File: config.mk
export PLATFORM = sky130hd
export DESIGN_NAME = exec_cond_stage
export DESIGN_NICKNAME = d
export VERILOG_FILES = /design/src/rtl/cpu_pkg.sv /design/src/rtl/exec_cond_stage_squash_ctr.sv /design/src/rtl/exec_cond_stage.sv
export SDC_FILE = /design/constraint.sdc
export NUM_CORES = 1
export LEC_CHECK = 0
export ABC_AREA = 1
export CELL_PAD_IN_SITES_DETAIL_PLACEMENT = 0
export CELL_PAD_IN_SITES_GLOBAL_PLACEMENT = 1
export CORE_UTILIZATION = 28
export DETAILED_ROUTE_END_ITERATION = 6
export PLACE_DENSITY_LB_ADDON = 0.2
export SYNTH_ARGS = -nofsm -noshare
export SYNTH_HDL_FRONTEND = slang
export SYNTH_SLANG_ARGS = --single-unit
File: constraint.sdc
create_clock -name clk -period 3.3 [get_ports clk]
set_clock_uncertainty 0.1 [all_clocks]
set_input_delay 0.66 -clock clk [delete_from_list [all_inputs] [get_ports clk]]
set_output_delay 0.66 -clock clk [all_outputs]
set_load 0.02 [all_outputs]
File: src/rtl/cpu_pkg.sv
// Shared CPU definitions: flag indices, flag-write classes, condition codes,
// and the branch-shadow controller states.
package cpu_pkg;

  // Bit positions inside the packed {N,Z,C,V} flag word
  localparam int FLAG_N = 3;
  localparam int FLAG_Z = 2;
  localparam int FLAG_C = 1;
  localparam int FLAG_V = 0;

  // Flag-write class of an instruction
  localparam logic [1:0] FW_NONE = 2'b00;
  localparam logic [1:0] FW_CV   = 2'b01;
  localparam logic [1:0] FW_NZ   = 2'b10;
  localparam logic [1:0] FW_ALL  = 2'b11;

  // ARM-style condition field
  typedef enum logic [3:0] {
    COND_EQ = 4'h0, COND_NE = 4'h1, COND_CS = 4'h2, COND_CC = 4'h3,
    COND_MI = 4'h4, COND_PL = 4'h5, COND_VS = 4'h6, COND_VC = 4'h7,
    COND_HI = 4'h8, COND_LS = 4'h9, COND_GE = 4'hA, COND_LT = 4'hB,
    COND_GT = 4'hC, COND_LE = 4'hD, COND_AL = 4'hE, COND_NV = 4'hF
  } cond_e;

  // Branch-shadow controller
  typedef enum logic {
    RUN    = 1'b0,
    SHADOW = 1'b1
  } shadow_state_e;

endpackage

File: src/rtl/exec_cond_stage_squash_ctr.sv
// Branch-shadow squash controller: after a taken branch, marks the next
// SHADOW_DEPTH unstalled E slots as wrong-path. Slots are counted whether
// or not they hold an instruction.
module squash_ctr
  import cpu_pkg::*;
#(
  parameter int SHADOW_DEPTH = 2
) (
  input  logic clk,
  input  logic reset,
  input  logic i_start,
  input  logic i_stall,
  output logic o_squashing
);

  localparam int CW = $clog2(SHADOW_DEPTH + 1);

  shadow_state_e r_state, w_state_nxt;
  logic [CW-1:0] r_count, w_count_nxt;

  // State and slot counter registers
  always_ff @(posedge clk or posedge reset) begin
    if (reset) begin
      r_state <= RUN;
      r_count <= '0;
    end else begin
      r_state <= w_state_nxt;
      r_count <= w_count_nxt;
    end
  end

  // Next state: a stall freezes everything, otherwise count down the shadow
  always_comb begin
    w_state_nxt = r_state;
    w_count_nxt = r_count;
    case (r_state)
      RUN: begin
        if (!i_stall && i_start) begin
          w_state_nxt = SHADOW;
          w_count_nxt = CW'(SHADOW_DEPTH);
        end
      end
      SHADOW: begin
        if (!i_stall) begin
          w_count_nxt = r_count - CW'(1);
          if (r_count == CW'(1)) w_state_nxt = RUN;
        end
      end
      default: begin
        w_state_nxt = RUN;
        w_count_nxt = '0;
      end
    endcase
  end

  // Output: the current E slot is in the shadow
  always_comb begin
    o_squashing = (r_state == SHADOW);
  end

endmodule

File: src/rtl/exec_cond_stage.sv
// Execute-stage conditional execution: owns the NZCV register, gates the
// E-stage side effects on the condition result, resolves taken branches and
// squashes the wrong-path slots behind them before registering into M.
module exec_cond_stage
  import cpu_pkg::*;
#(
  parameter int DATA_W       = 32,
  parameter int SHADOW_DEPTH = 2
) (
  input  logic              clk,
  input  logic              reset,
  input  logic              StallE,
  input  logic              FlushE,
  input  logic              ValidE,
  input  logic              CondEx,
  input  logic [3:0]        FlagsIn,
  input  logic [1:0]        FlagW,
  input  logic              RegWriteE,
  input  logic              MemWriteE,
  input  logic              MemtoRegE,
  input  logic              PCSrcE,
  input  logic              BranchE,
  input  logic [3:0]        WA3E,
  input  logic [DATA_W-1:0] ALUResultE,
  input  logic [DATA_W-1:0] WriteDataE,
  output logic [3:0]        FlagsE,
  output logic              PCSrcTakenE,
  output logic              Squashing,
  output logic              ValidM,
  output logic              RegWriteM,
  output logic              MemWriteM,
  output logic              MemtoRegM,
  output logic [3:0]        WA3M,
  output logic [DATA_W-1:0] ALUResultM,
  output logic [DATA_W-1:0] WriteDataM
);

  logic w_live;
  logic w_exec;

  // live is formed first so an unknown CondEx on a dead slot stays masked
  assign w_live      = ValidE & ~FlushE & ~Squashing;
  assign w_exec      = w_live & CondEx;
  assign PCSrcTakenE = w_exec & (PCSrcE | BranchE);

  squash_ctr #(.SHADOW_DEPTH(SHADOW_DEPTH)) u_squash (
    .clk         (clk),
    .reset       (reset),
    .i_start     (PCSrcTakenE),
    .i_stall     (StallE),
    .o_squashing (Squashing)
  );

  // Flag register: only executed, flag-setting, unstalled instructions update it
  always_ff @(posedge clk or posedge reset) begin
    if (reset)
      FlagsE <= 4'b0000;
    else if (!StallE && w_exec && (FlagW != FW_NONE))
      FlagsE <= FlagsIn;
  end

  // E->M register: a stall sends a bubble into M but keeps the data fields
  always_ff @(posedge clk or posedge reset) begin
    if (reset) begin
      ValidM     <= 1'b0;
      RegWriteM  <= 1'b0;
      MemWriteM  <= 1'b0;
      MemtoRegM  <= 1'b0;
      WA3M       <= '0;
      ALUResultM <= '0;
      WriteDataM <= '0;
    end else if (StallE) begin
      ValidM     <= 1'b0;
      RegWriteM  <= 1'b0;
      MemWriteM  <= 1'b0;
      MemtoRegM  <= 1'b0;
    end else begin
      ValidM     <= w_live;
      RegWriteM  <= w_exec & RegWriteE;
      MemWriteM  <= w_exec & MemWriteE;
      MemtoRegM  <= w_exec & MemtoRegE;
      WA3M       <= WA3E;
      ALUResultM <= ALUResultE;
      WriteDataM <= WriteDataE;
    end
  end

endmodule

==> impl_metrics.prom, run 1 <==
# TYPE chip_impl_metric gauge
chip_impl_metric{name="portBuffers",unit=""} 162
chip_impl_metric{name="synth_cells",unit=""} 348
chip_impl_metric{name="post-synth-top-area-fraction",unit="%"} 64.2
chip_impl_metric{name="avgSynthCellArea",unit="um^2"} 8.85
chip_impl_metric{name="maxSlewViolCount",unit=""} 0
chip_impl_metric{name="insertion_delay_to_the_later_sink_of_the_worst_skew_pair",unit="ns"} 0.34
chip_impl_metric{name="maximum_number_of_pins_on_one_net_before_global_route_repair",unit=""} 71
chip_impl_metric{name="vias_per_cell",unit=""} 4.16
chip_impl_metric{name="seq_area_frac_synth",unit="%"} 64.2
chip_impl_info{name="r2r-end",value="u_squash.r_count[1]"} 1
chip_impl_metric{name="power.total",unit="W"} 0.00262
chip_impl_metric{name="number_of_endpoints_failing_setup_at_the_final_stage",unit=""} 0
chip_impl_info{name="synth.largest_area_cell",value="dfrtp_1"} 1
chip_impl_info{name="r2r-start",value="u_squash.r_count[0]"} 1
chip_impl_metric{name="worst-path-buf-inv",unit=""} 2
chip_impl_info{name="worst_setup_path_start_kind",value="primary input"} 1
chip_impl_metric{name="detail_route.drc_violations",unit=""} 0
chip_impl_metric{name="ir_worst_vdd",unit="mV"} 0.209
chip_impl_metric{name="total_global_route_track_usage",unit="%"} 14.8
chip_impl_metric{name="grt_pass1_wl",unit="mm"} 13.2
chip_impl_info{name="dominant_combinational_cell_family_by_area_after_synthesis",value="simple AND/OR/NAND/NOR gates"} 1
chip_impl_metric{name="antenna-diode-count",unit=""} 0
chip_impl_info{name="min-delay-start",value="WA3M[1]"} 1
chip_impl_info{name="yosys-top-cells-area",value="dfrtp_1, nand2_1, buf_2"} 1
chip_impl_metric{name="grt_antenna_before_repair",unit=""} 0
chip_impl_info{name="status",value="complete, no violations"} 1
chip_impl_metric{name="gp_weighted_congestion",unit=""} 0.764
chip_impl_metric{name="fmax",unit="MHz"} 358
chip_impl_metric{name="post_layout_cell_count",unit=""} 652
chip_impl_metric{name="ant_nets",unit=""} 0
chip_impl_metric{name="cts_resized",unit=""} 0
chip_impl_metric{name="post-cts-setup-buffers",unit=""} 0
chip_impl_metric{name="start_util",unit="%"} 29.3
chip_impl_metric{name="remaining_global_route_overflow",unit=""} 0
chip_impl_metric{name="tns",unit="ns"} 0
chip_impl_metric{name="htree_levels",unit=""} 3
chip_impl_metric{name="floorplan_die_width",unit="um"} 107
chip_impl_metric{name="cellPowerDensity",unit="nW/um^2"} 521
chip_impl_info{name="ctsRootBufferMaster",value="clkbuf_8"} 1
chip_impl_metric{name="leakage_power_summed_over_all_cells",unit="nW"} 2.47
chip_impl_info{name="hold_end",value="WA3M[1]"} 1
chip_impl_metric{name="yosys.cell_types.count",unit=""} 15
chip_impl_metric{name="detailed_place.area",unit="um^2"} 4800
chip_impl_metric{name="layout.cell_area.non_filler",unit="um^2"} 5030
chip_impl_metric{name="dr.first_iter.drc_count",unit=""} 120
chip_impl_metric{name="synth_compound_gate_area_share",unit="%"} 0
chip_impl_metric{name="synth-xor-area-share",unit="%"} 0
chip_impl_metric{name="synthesis.yosys.warnings",unit=""} 0
chip_impl_metric{name="final-hold-violation-count",unit=""} 0
chip_impl_metric{name="drt_wl_total",unit="mm"} 7.98
chip_impl_info{name="tritoncts",value="done"} 1
chip_impl_info{name="mostFrequentLayoutCells",value="nand2_1, clkdlybuf4s50_1, dfrtp_1, clkbuf_8, nand3_1"} 1
chip_impl_metric{name="finish.net_count",unit=""} 597
chip_impl_info{name="endpoint_kind",value="output pin"} 1
chip_impl_metric{name="route.detailed.wl_per_inst",unit="um"} 12.2
chip_impl_metric{name="whs",unit="ns"} 0.378
chip_impl_metric{name="post_route_cells_drive_above_1_share",unit="%"} 5.81
chip_impl_info{name="cell_class_contributing_the_biggest_share_of_worst_path_delay",value="buffers and inverters"} 1
chip_impl_info{name="critPathSlowestCell",value="clkdlybuf4s50_1"} 1
chip_impl_metric{name="min_period",unit="ns"} 2.79
chip_impl_metric{name="ys_ff_latch",unit=""} 79
chip_impl_metric{name="synth_simple_gate_area_share",unit="%"} 30.7
chip_impl_info{name="path_class",value="primary input to output pin"} 1
chip_impl_metric{name="worst_hold_path.num_cells",unit=""} 2
chip_impl_metric{name="postSynthNetCount",unit=""} 434
chip_impl_metric{name="slew-limit-headroom",unit="%"} 49.2
chip_impl_metric{name="ratio_of_final_minimum_period_to_clock_period",unit="%"} 84.5
chip_impl_metric{name="clkTransAtPathRegs",unit="ns"} 0.08
chip_impl_info{name="unrepaired_setup_endpoints_after_global_routing",value="false"} 1
chip_impl_metric{name="die_height",unit="um"} 107
chip_impl_metric{name="cts_made_buffers",unit=""} 9
chip_impl_metric{name="rr_worst_depth",unit=""} 4
chip_impl_metric{name="grt_pass1_vias",unit=""} 2739
chip_impl_metric{name="cts_num_sinks",unit=""} 79
chip_impl_metric{name="required",unit="ns"} 2.54
chip_impl_metric{name="layout-area-overhead-vs-synth",unit="%"} 63.4
chip_impl_metric{name="cts_buffer_depth",unit=""} 2
chip_impl_info{name="worst_path_most_repeated_cell",value="clkdlybuf4s50_1"} 1
chip_impl_metric{name="core_footprint",unit="um^2"} 10500
chip_impl_metric{name="num_vias",unit=""} 2713
chip_impl_metric{name="netlist_area",unit="um^2"} 3080
chip_impl_metric{name="placementRows",unit=""} 37
chip_impl_metric{name="first_pass_detailed_route_iteration_total",unit=""} 4
chip_impl_info{name="commonest_non_fill_non_tap_cell_in_the_layout",value="nand2_1"} 1
chip_impl_info{name="hp-class",value="flop to flop"} 1
chip_impl_metric{name="max-cap-violations",unit=""} 0
chip_impl_metric{name="pin_count",unit=""} 163
chip_impl_metric{name="detailedPlacementHpwl",unit="mm"} 5.52
chip_impl_metric{name="arrival",unit="ns"} 2.03
chip_impl_metric{name="timing.critical_path.slowest_cell_delay",unit="ns"} 0.61
chip_impl_info{name="cp_cell_sequence",value="clkdlybuf4s50_1 > nand4_2 > nor2_1 > clkdlybuf4s50_1"} 1
chip_impl_metric{name="synthAdderAreaFrac",unit="%"} 0.406
chip_impl_metric{name="max_slew.worst_pin.slew",unit="ns"} 0.761
chip_impl_metric{name="cts_hold_buffers",unit=""} 0
chip_impl_metric{name="critical_path.max_fanout",unit=""} 3
chip_impl_metric{name="placed_cells_incl_taps",unit=""} 636
chip_impl_metric{name="r2r_setup_slack",unit="ns"} 2.02
chip_impl_metric{name="post_synth_mux_area_share",unit="%"} 0
chip_impl_metric{name="die_area",unit="um^2"} 11400
## registers in the layout (all words and copies together), names as in the netlist
signal / cells
WriteDataM: 32
RegWriteM: 1
FlagsE: 4
ALUResultM: 32
u_squash.r_count: 2
ValidM: 1
MemWriteM: 1
WA3M: 4
MemtoRegM: 1
u_squash.o_squashing: 1
## synth_stat cells
library cell and count:
dfrtp_1 79, buf_6 4, buf_4 2, nor2_1 7, nand2_1 221, or2_0 1, inv_2 1, or2_2 2
inv_1 8, buf_2 9, nand4_2 1, ha_1 1, inv_4 1, nand3_1 9, nor2_2 2
## routing by layer
metal | vias up | share of wire, % | track usage, %
li1 | 1367 | - | -
met3 | 10 | 9.3 | 4.80
met4 | 0 | 1.5 | 7.34
met5 | - | 0 | 0
met1 | 1231 | 46 | 19.0
met2 | 105 | 43 | 22.5
## power breakdown
group | switching, W | internal (W)
Sequential | 0.0000653 | 0.00108
Combinational | 0.000326 | 0.000329
Clock | 0.000351 | 0.000466
## worst reg2reg max path, stage by stage, from the launching register on
cell and delay [ns]:
dfrtp_1 0.40, ha_1 0.29, or2_2 0.29, nand2_1 0.06
nand2_1 0.04
## through the flow
step | worst slack (ns) | util (%)
floorplan | 0.517 | -
finish | 0.510 | 47.9
global route | 0.443 | 47.9
global placement | 0.522 | 45.7
detailed placement | 0.513 | 45.7
CTS | 0.500 | 47.9
## logic make-up (layout without fill, tap and decap cells)
family / after synthesis / after routing
and+or+nand+nor: 243 / 243
adders and majority gates: 1 / 1
DFF: 79 / 79
buffers and inverters: 25 / 193
## cell type report
cell class                 instances  area [um^2]
fill                            1054         5480
multi-input combinational        244          957
clock buffer                      11          151
clock inverter                     5         80.1
sequential                        79         1980
inverter                          10         41.3
tap                              136          170
timing repair buffer             167         1650
## worst max-delay path by stage
stage | startpoint | slack (ns) | endpoint | cells past startpoint
floorplan | reset | 0.52 | ALUResultM[0] | 1
global placement | CondEx | 0.52 | PCSrcTakenE | 4
detailed placement | CondEx | 0.51 | PCSrcTakenE | 4
CTS | CondEx | 0.50 | PCSrcTakenE | 4
global route | CondEx | 0.44 | PCSrcTakenE | 4
finish | CondEx | 0.51 | PCSrcTakenE | 4
(Power assumes the default switching activity.)
==> run 2, diff against run 1 <==
==> constraint.sdc (replaced) <==
create_clock -name clk -period 2.6 [get_ports clk]
set_clock_uncertainty 0.1 [all_clocks]
set_input_delay 0.52 -clock clk [delete_from_list [all_inputs] [get_ports clk]]
set_output_delay 0.52 -clock clk [all_outputs]
set_load 0.02 [all_outputs]
==> run 2 against run 1 <==
Hold slack got worse by 0.0014 ns. Cell count did not move. Core utilization is 0.14 points higher. Via count hardly changed. Register-to-register slack got worse by 0.70 ns. Count of clock-buffer cells in the layout increased by 1. Routed wire length is 0.65% higher. Worst setup slack lost 0.042 ns. Global-route usage is 0.28 points lower.
==> impl_metrics.prom, run 2 (synthesis results as in run 1) <==
# TYPE chip_impl_metric gauge
chip_impl_metric{name="detailedPlacementHpwl",unit="mm"} 5.64
chip_impl_metric{name="power.net_switching",unit="W"} 0.000938
chip_impl_metric{name="num_vias",unit=""} 2712
chip_impl_metric{name="pin_count",unit=""} 163
chip_impl_metric{name="finish.net_count",unit=""} 597
chip_impl_info{name="path_class",value="primary input to output pin"} 1
chip_impl_metric{name="cts_num_sinks",unit=""} 79
chip_impl_metric{name="antenna-diode-count",unit=""} 0
chip_impl_metric{name="layout-area-overhead-vs-synth",unit="%"} 63.9
chip_impl_metric{name="required",unit="ns"} 1.98
chip_impl_metric{name="max_slew.worst_pin.slew",unit="ns"} 0.637
chip_impl_metric{name="maximum_number_of_pins_on_one_net_before_global_route_repair",unit=""} 55
chip_impl_metric{name="detail_route.drc_violations",unit=""} 0
chip_impl_metric{name="drt_wl_total",unit="mm"} 8.04
chip_impl_metric{name="vias_per_cell",unit=""} 4.16
chip_impl_metric{name="final-hold-violation-count",unit=""} 0
chip_impl_info{name="min-delay-start",value="FlagsE[3]"} 1
chip_impl_info{name="biggestRegsByFlops",value="ALUResultM x32, WriteDataM x32"} 1
chip_impl_metric{name="number_of_endpoints_failing_setup_at_the_final_stage",unit=""} 0
chip_impl_info{name="tritoncts",value="done"} 1
chip_impl_info{name="r2r-start",value="u_squash.r_count[0]"} 1
chip_impl_metric{name="die_area",unit="um^2"} 11400
chip_impl_metric{name="core_footprint",unit="um^2"} 10500
chip_impl_metric{name="maxSlewViolCount",unit=""} 0
chip_impl_info{name="worst_setup_path_start_kind",value="primary input"} 1
chip_impl_metric{name="grt_pass1_vias",unit=""} 2593
chip_impl_metric{name="nFillCells",unit=""} 1031
chip_impl_metric{name="grt_pass1_wl",unit="mm"} 13.0
chip_impl_metric{name="cellPowerDensity",unit="nW/um^2"} 645
chip_impl_metric{name="ratio_of_final_minimum_period_to_clock_period",unit="%"} 82.0
chip_impl_info{name="unrepaired_setup_endpoints_after_global_routing",value="false"} 1
chip_impl_metric{name="ant_nets",unit=""} 0
chip_impl_metric{name="die_height",unit="um"} 107
chip_impl_metric{name="portBuffers",unit=""} 162
chip_impl_metric{name="leakage_power_summed_over_all_cells",unit="nW"} 2.49
chip_impl_metric{name="arrival",unit="ns"} 1.51
chip_impl_metric{name="fmax",unit="MHz"} 469
chip_impl_metric{name="clkTransAtPathRegs",unit="ns"} 0.08
chip_impl_metric{name="dr.first_iter.drc_count",unit=""} 130
chip_impl_metric{name="share_seq_of_total_power",unit="%"} 44.7
chip_impl_metric{name="ir_worst_vdd",unit="mV"} 0.297
chip_impl_info{name="commonest_non_fill_non_tap_cell_in_the_layout",value="nand2_1"} 1
chip_impl_metric{name="power.internal",unit="W"} 0.00232
chip_impl_metric{name="route.detailed.wl_per_inst",unit="um"} 12.3
chip_impl_metric{name="gp_weighted_congestion",unit=""} 0.695
chip_impl_metric{name="power.clock.fraction",unit="%"} 29.7
chip_impl_metric{name="start_util",unit="%"} 29.3
chip_impl_metric{name="power_switching_share",unit="%"} 28.8
chip_impl_info{name="mostFrequentLayoutCells",value="nand2_1, clkdlybuf4s50_1, dfrtp_1, clkbuf_8, nand3_1"} 1
chip_impl_metric{name="cts_buffer_depth",unit=""} 2
chip_impl_metric{name="post_route_cells_drive_above_1_share",unit="%"} 5.81
chip_impl_metric{name="max-cap-violations",unit=""} 0
chip_impl_info{name="status",value="complete, no violations"} 1
chip_impl_metric{name="floorplan_die_width",unit="um"} 107
chip_impl_metric{name="first_pass_detailed_route_iteration_total",unit=""} 4
chip_impl_info{name="ctsRootBufferMaster",value="clkbuf_8"} 1
chip_impl_metric{name="insertion_delay_to_the_later_sink_of_the_worst_skew_pair",unit="ns"} 0.33
chip_impl_metric{name="min_period",unit="ns"} 2.13
chip_impl_metric{name="total_global_route_track_usage",unit="%"} 14.6
chip_impl_metric{name="placementRows",unit=""} 37
chip_impl_metric{name="critical_path.max_fanout",unit=""} 3
chip_impl_info{name="endpoint_kind",value="output pin"} 1
chip_impl_metric{name="tns",unit="ns"} 0
chip_impl_metric{name="cts_made_buffers",unit=""} 9
chip_impl_metric{name="remaining_global_route_overflow",unit=""} 0
chip_impl_metric{name="cts_hold_buffers",unit=""} 0
chip_impl_metric{name="power_frac_comb",unit="%"} 25.6
chip_impl_metric{name="post-cts-setup-buffers",unit=""} 0
chip_impl_metric{name="htree_levels",unit=""} 3
chip_impl_metric{name="whs",unit="ns"} 0.377
chip_impl_info{name="startpoint",value="CondEx"} 1
chip_impl_info{name="hp-class",value="flop to flop"} 1
chip_impl_metric{name="grt_antenna_before_repair",unit=""} 0
chip_impl_metric{name="slew-limit-headroom",unit="%"} 57.4
run 2: cell types whose count changed in the layout (fill, tap and decap cells not counted), sizes merged:
cell and delta:
bufinv -1, inv +1, clkinv -1, clkdlybuf4s50 -1, clkbuf +1, dlymetal6s2s +1
run 2: worst max-delay path, cell delays in order:
cell and delay (ns):
clkdlybuf4s50_1 0.53, nand4_2 0.14, nor2_1 0.10, dlymetal6s2s_1 0.23
run 2: cell type report:
class	instances	area, um^2	share of cell area, %
Inverter	10	43.8	0.868
Timing Repair Buffer	167	1680	33.3
Clock buffer	12	165	3.27
Clock inverter	4	51.3	1.02
Sequential cell	79	1980	39.2
Tap cell	136	170	3.37
Multi-Input combinational cell	244	957	19.0
run 2: metrics by stage:
| stage | utilization, % | cells | setup slack [ns] | total power, W | area, um^2 |
|---|---|---|---|---|---|
| final | 48.0 | 652 | 0.468 | 0.00326 | 5050 |
| after global placement | 45.9 | 636 | 0.104 | 0.00232 | 4830 |
| after global routing | 48.0 | 652 | 0.423 | 0.00344 | 5050 |
| after floorplan | - | 348 | 0.987 | 0.00186 | 3080 |
| after CTS | 48.0 | 652 | 0.0919 | 0.00331 | 5040 |
| after detailed placement | 45.9 | 636 | 0.105 | 0.00233 | 4830 |
run 2: per-layer routing:
layer | global-route usage, % | vias to the layer above | routed length [um]
met3 | 4.56 | 10 | 767
li1 | - | 1367 | -
met1 | 20.3 | 1230 | 3710
met2 | 21.2 | 105 | 3460
met5 | 0 | - | 0
met4 | 5.28 | 0 | 96
run 2: final timing paths:
check,cells past startpoint,slack [ns],to
max,4,0.47,PCSrcTakenE
min,2,0.38,FlagsE[3]
max reg2reg,4,1.32,u_squash.r_count[1]
min reg2reg,2,0.38,FlagsE[3]
max in group asynchronous,3,1.34,ALUResultM[8]
min in group asynchronous,2,0.51,WriteDataM[2]
run 2: power by group through the flow:
stage	Clock (W)	Combinational, W	Sequential (W)
after floorplan	0	0.000225	0.00164
after global placement	0	0.000846	0.00148
after detailed placement	0	0.000847	0.00148
after CTS	0.00101	0.000850	0.00146
after global routing	0.00105	0.000914	0.00147
final	0.000967	0.000834	0.00145
run 2: repair_timing:
action	4_1_cts	5_1_grt
hold endpoints to repair	0	0
setup endpoints to repair	0	1
resized for setup	0	1
==> run 3, diff against run 2 <==
--- a/config.mk
+++ b/config.mk
@@ -8,7 +8,7 @@
 export ABC_AREA = 1
 export CELL_PAD_IN_SITES_DETAIL_PLACEMENT = 0
 export CELL_PAD_IN_SITES_GLOBAL_PLACEMENT = 1
-export CORE_UTILIZATION = 28
+export CORE_UTILIZATION = 25
 export DETAILED_ROUTE_END_ITERATION = 6
 export PLACE_DENSITY_LB_ADDON = 0.2
 export SYNTH_ARGS = -nofsm -noshare
==> constraint.sdc (replaced) <==
create_clock -name clk -period 1.9 [get_ports clk]
set_clock_uncertainty 0.1 [all_clocks]
set_input_delay 0.38 -clock clk [delete_from_list [all_inputs] [get_ports clk]]
set_output_delay 0.38 -clock clk [all_outputs]
set_load 0.02 [all_outputs]
==> run 3 against run 2 <==
Critical path depth did not move. Count of clock-buffer cells in the layout up 3. First-iteration DRC count rose by 24%. Cell count rose by 2.5%. Register-to-register slack worse by 0.71 ns. Largest power group unchanged. Highest routed layer unchanged.
==> impl_metrics.prom, run 3 (synthesis results as in run 1) <==
# TYPE chip_impl_metric gauge
chip_impl_metric{name="layout.area.seq",unit="um^2"} 1980
chip_impl_metric{name="route.detailed.wl_per_inst",unit="um"} 12.7
chip_impl_metric{name="max_slew.worst_pin.slew",unit="ns"} 0.388
chip_impl_metric{name="fmax",unit="MHz"} 551
chip_impl_metric{name="grt_antenna_before_repair",unit=""} 0
chip_impl_metric{name="detailed_place.area",unit="um^2"} 4900
chip_impl_metric{name="portBuffers",unit=""} 162
chip_impl_metric{name="number_of_endpoints_failing_setup_at_the_final_stage",unit=""} 0
chip_impl_metric{name="arrival",unit="ns"} 1.33
chip_impl_metric{name="floorplan_die_width",unit="um"} 113
chip_impl_metric{name="post_route_cells_drive_above_1_share",unit="%"} 6.33
chip_impl_metric{name="remaining_global_route_overflow",unit=""} 0
chip_impl_metric{name="first_pass_detailed_route_iteration_total",unit=""} 4
chip_impl_metric{name="cts_buffer_depth",unit=""} 2
chip_impl_metric{name="insertion_delay_to_the_later_sink_of_the_worst_skew_pair",unit="ns"} 0.33
chip_impl_metric{name="htree_levels",unit=""} 3
chip_impl_info{name="hp-class",value="primary input to async pin"} 1
chip_impl_metric{name="total_global_route_track_usage",unit="%"} 14.5
chip_impl_metric{name="die_height",unit="um"} 113
chip_impl_info{name="endpoint_kind",value="output pin"} 1
chip_impl_info{name="tritoncts",value="done"} 1
chip_impl_metric{name="clkTransAtPathRegs",unit="ns"} 0.06
chip_impl_info{name="path_class",value="primary input to output pin"} 1
chip_impl_metric{name="finish.net_count",unit=""} 603
chip_impl_metric{name="ir_worst_vdd",unit="mV"} 0.350
chip_impl_info{name="worst_setup_path_start_kind",value="primary input"} 1
chip_impl_metric{name="antenna-diode-count",unit=""} 0
chip_impl_info{name="mostFrequentLayoutCells",value="nand2_1, clkdlybuf4s50_1, dfrtp_1"} 1
chip_impl_info{name="status",value="complete, no violations"} 1
chip_impl_info{name="ctsRootBufferMaster",value="clkbuf_16"} 1
chip_impl_metric{name="grt_pass1_wl",unit="mm"} 14.0
chip_impl_metric{name="critical_path.max_fanout",unit=""} 3
chip_impl_metric{name="cellPowerDensity",unit="nW/um^2"} 928
chip_impl_metric{name="whs",unit="ns"} 0.257
chip_impl_metric{name="placed_cells_incl_taps",unit=""} 653
chip_impl_metric{name="required",unit="ns"} 1.42
chip_impl_metric{name="layout.cell_area.non_filler",unit="um^2"} 5170
chip_impl_metric{name="post_layout_cell_count",unit=""} 668
chip_impl_metric{name="nFillCells",unit=""} 1176
chip_impl_info{name="commonest_non_fill_non_tap_cell_in_the_layout",value="nand2_1"} 1
chip_impl_metric{name="gp_weighted_congestion",unit=""} 0.700
chip_impl_metric{name="drt_wl_total",unit="mm"} 8.47
chip_impl_metric{name="die_area",unit="um^2"} 12800
chip_impl_metric{name="maxSlewViolCount",unit=""} 0
chip_impl_metric{name="post-cts-setup-buffers",unit=""} 0
chip_impl_metric{name="layout-area-overhead-vs-synth",unit="%"} 68.0
chip_impl_metric{name="grt_pass1_vias",unit=""} 2760
chip_impl_metric{name="ant_nets",unit=""} 0
chip_impl_metric{name="maximum_number_of_pins_on_one_net_before_global_route_repair",unit=""} 43
chip_impl_metric{name="slew-limit-headroom",unit="%"} 74.1
chip_impl_metric{name="num_vias",unit=""} 2723
chip_impl_metric{name="cts_hold_buffers",unit=""} 0
chip_impl_metric{name="max-cap-violations",unit=""} 0
chip_impl_metric{name="timing.critical_path.slowest_cell_delay",unit="ns"} 0.52
chip_impl_metric{name="detailedPlacementHpwl",unit="mm"} 6.05
chip_impl_metric{name="vias_per_cell",unit=""} 4.08
chip_impl_info{name="unrepaired_setup_endpoints_after_global_routing",value="false"} 1
chip_impl_metric{name="core_footprint",unit="um^2"} 12000
chip_impl_metric{name="multi_input_area",unit="um^2"} 957
chip_impl_info{name="critPathSlowestCell",value="clkdlybuf4s50_1"} 1
chip_impl_metric{name="start_util",unit="%"} 25.6
chip_impl_metric{name="cts_num_sinks",unit=""} 79
chip_impl_metric{name="leakage_power_summed_over_all_cells",unit="nW"} 2.54
chip_impl_metric{name="ratio_of_final_minimum_period_to_clock_period",unit="%"} 95.4
chip_impl_info{name="biggestRegsByFlops",value="ALUResultM x32, WriteDataM x32"} 1
chip_impl_metric{name="dr.first_iter.drc_count",unit=""} 161
chip_impl_metric{name="cts_made_buffers",unit=""} 9
chip_impl_info{name="cp_cell_sequence",value="clkdlybuf4s50_1 > nand4_2 > nor2_1 > buf_4"} 1
chip_impl_metric{name="pin_count",unit=""} 163
chip_impl_metric{name="final-hold-violation-count",unit=""} 0
chip_impl_metric{name="placementRows",unit=""} 40
chip_impl_metric{name="detail_route.drc_violations",unit=""} 0
chip_impl_metric{name="min_period",unit="ns"} 1.81
[run 3: changes by cell type in the layout (fill, tap and decap cells not counted), moves of 3 or more]
cell and change:
clkbuf_16 +9, clkbuf_1 +3, clkbuf_8 -9, buf_4 +6
[run 3: timing repair]
item	4_1_cts	5_1_grt
pin swaps	0	0
setup endpoints to repair	2	1
resized for setup	5	1
cloned	0	0
[run 3: area by class of cell]
type / count / area share [%]
sequential: 79 / 38.2
clock buffer: 15 / 5.37
tap: 147 / 3.56
inverter: 10 / 0.847
multi-input combinational: 244 / 18.5
timing repair buffer: 173 / 33.5
[run 3: worst paths after layout]
check	start	endpoint	slack (ns)	cells after the start
max reg2reg	u_squash.r_count[0]	u_squash.r_count[1]	0.61	4
min reg2reg	FlagsE[2]	FlagsE[2]	0.37	2
max in group asynchronous	reset	MemtoRegM	0.94	3
min in group clk	StallE	ALUResultM[21]	0.31	3
min	reset	WriteDataM[15]	0.26	2
max	ValidE	PCSrcTakenE	0.09	4
[run 3: through the flow]
step / util, % / TNS, ns / setup slack (ns) / power, W
floorplan: - / 0 / 0.427 / 0.00255
global placement: 40.8 / -0.391 / -0.391 / 0.00322
detailed placement: 40.8 / -0.395 / -0.395 / 0.00324
CTS: 43.0 / 0 / 0.0458 / 0.00488
global route: 43.1 / 0 / 0.00631 / 0.00507
finish: 43.1 / 0 / 0.0867 / 0.00480
[run 3: per-layer routing]
layer  up-vias  track usage, %  wire (um)
met1      1219            19.1       4000
li1       1382               -          -
met5         -               0          0
met4         0            7.37        181
met3        11            4.98        690
met2       111            21.1       3600
[run 3: critical path: cells and delay by family]
| family | cells | cell delay [ns] |
|---|---|---|
| buffers and inverters | 2 | 0.67 |
| AND/OR/NAND/NOR | 2 | 0.29 |
[run 3: power breakdown]
group          switching (W)  internal [W]
Sequential          0.000109       0.00188
Combinational       0.000590      0.000603
Clock               0.000628      0.000986
Total                0.00133       0.00347
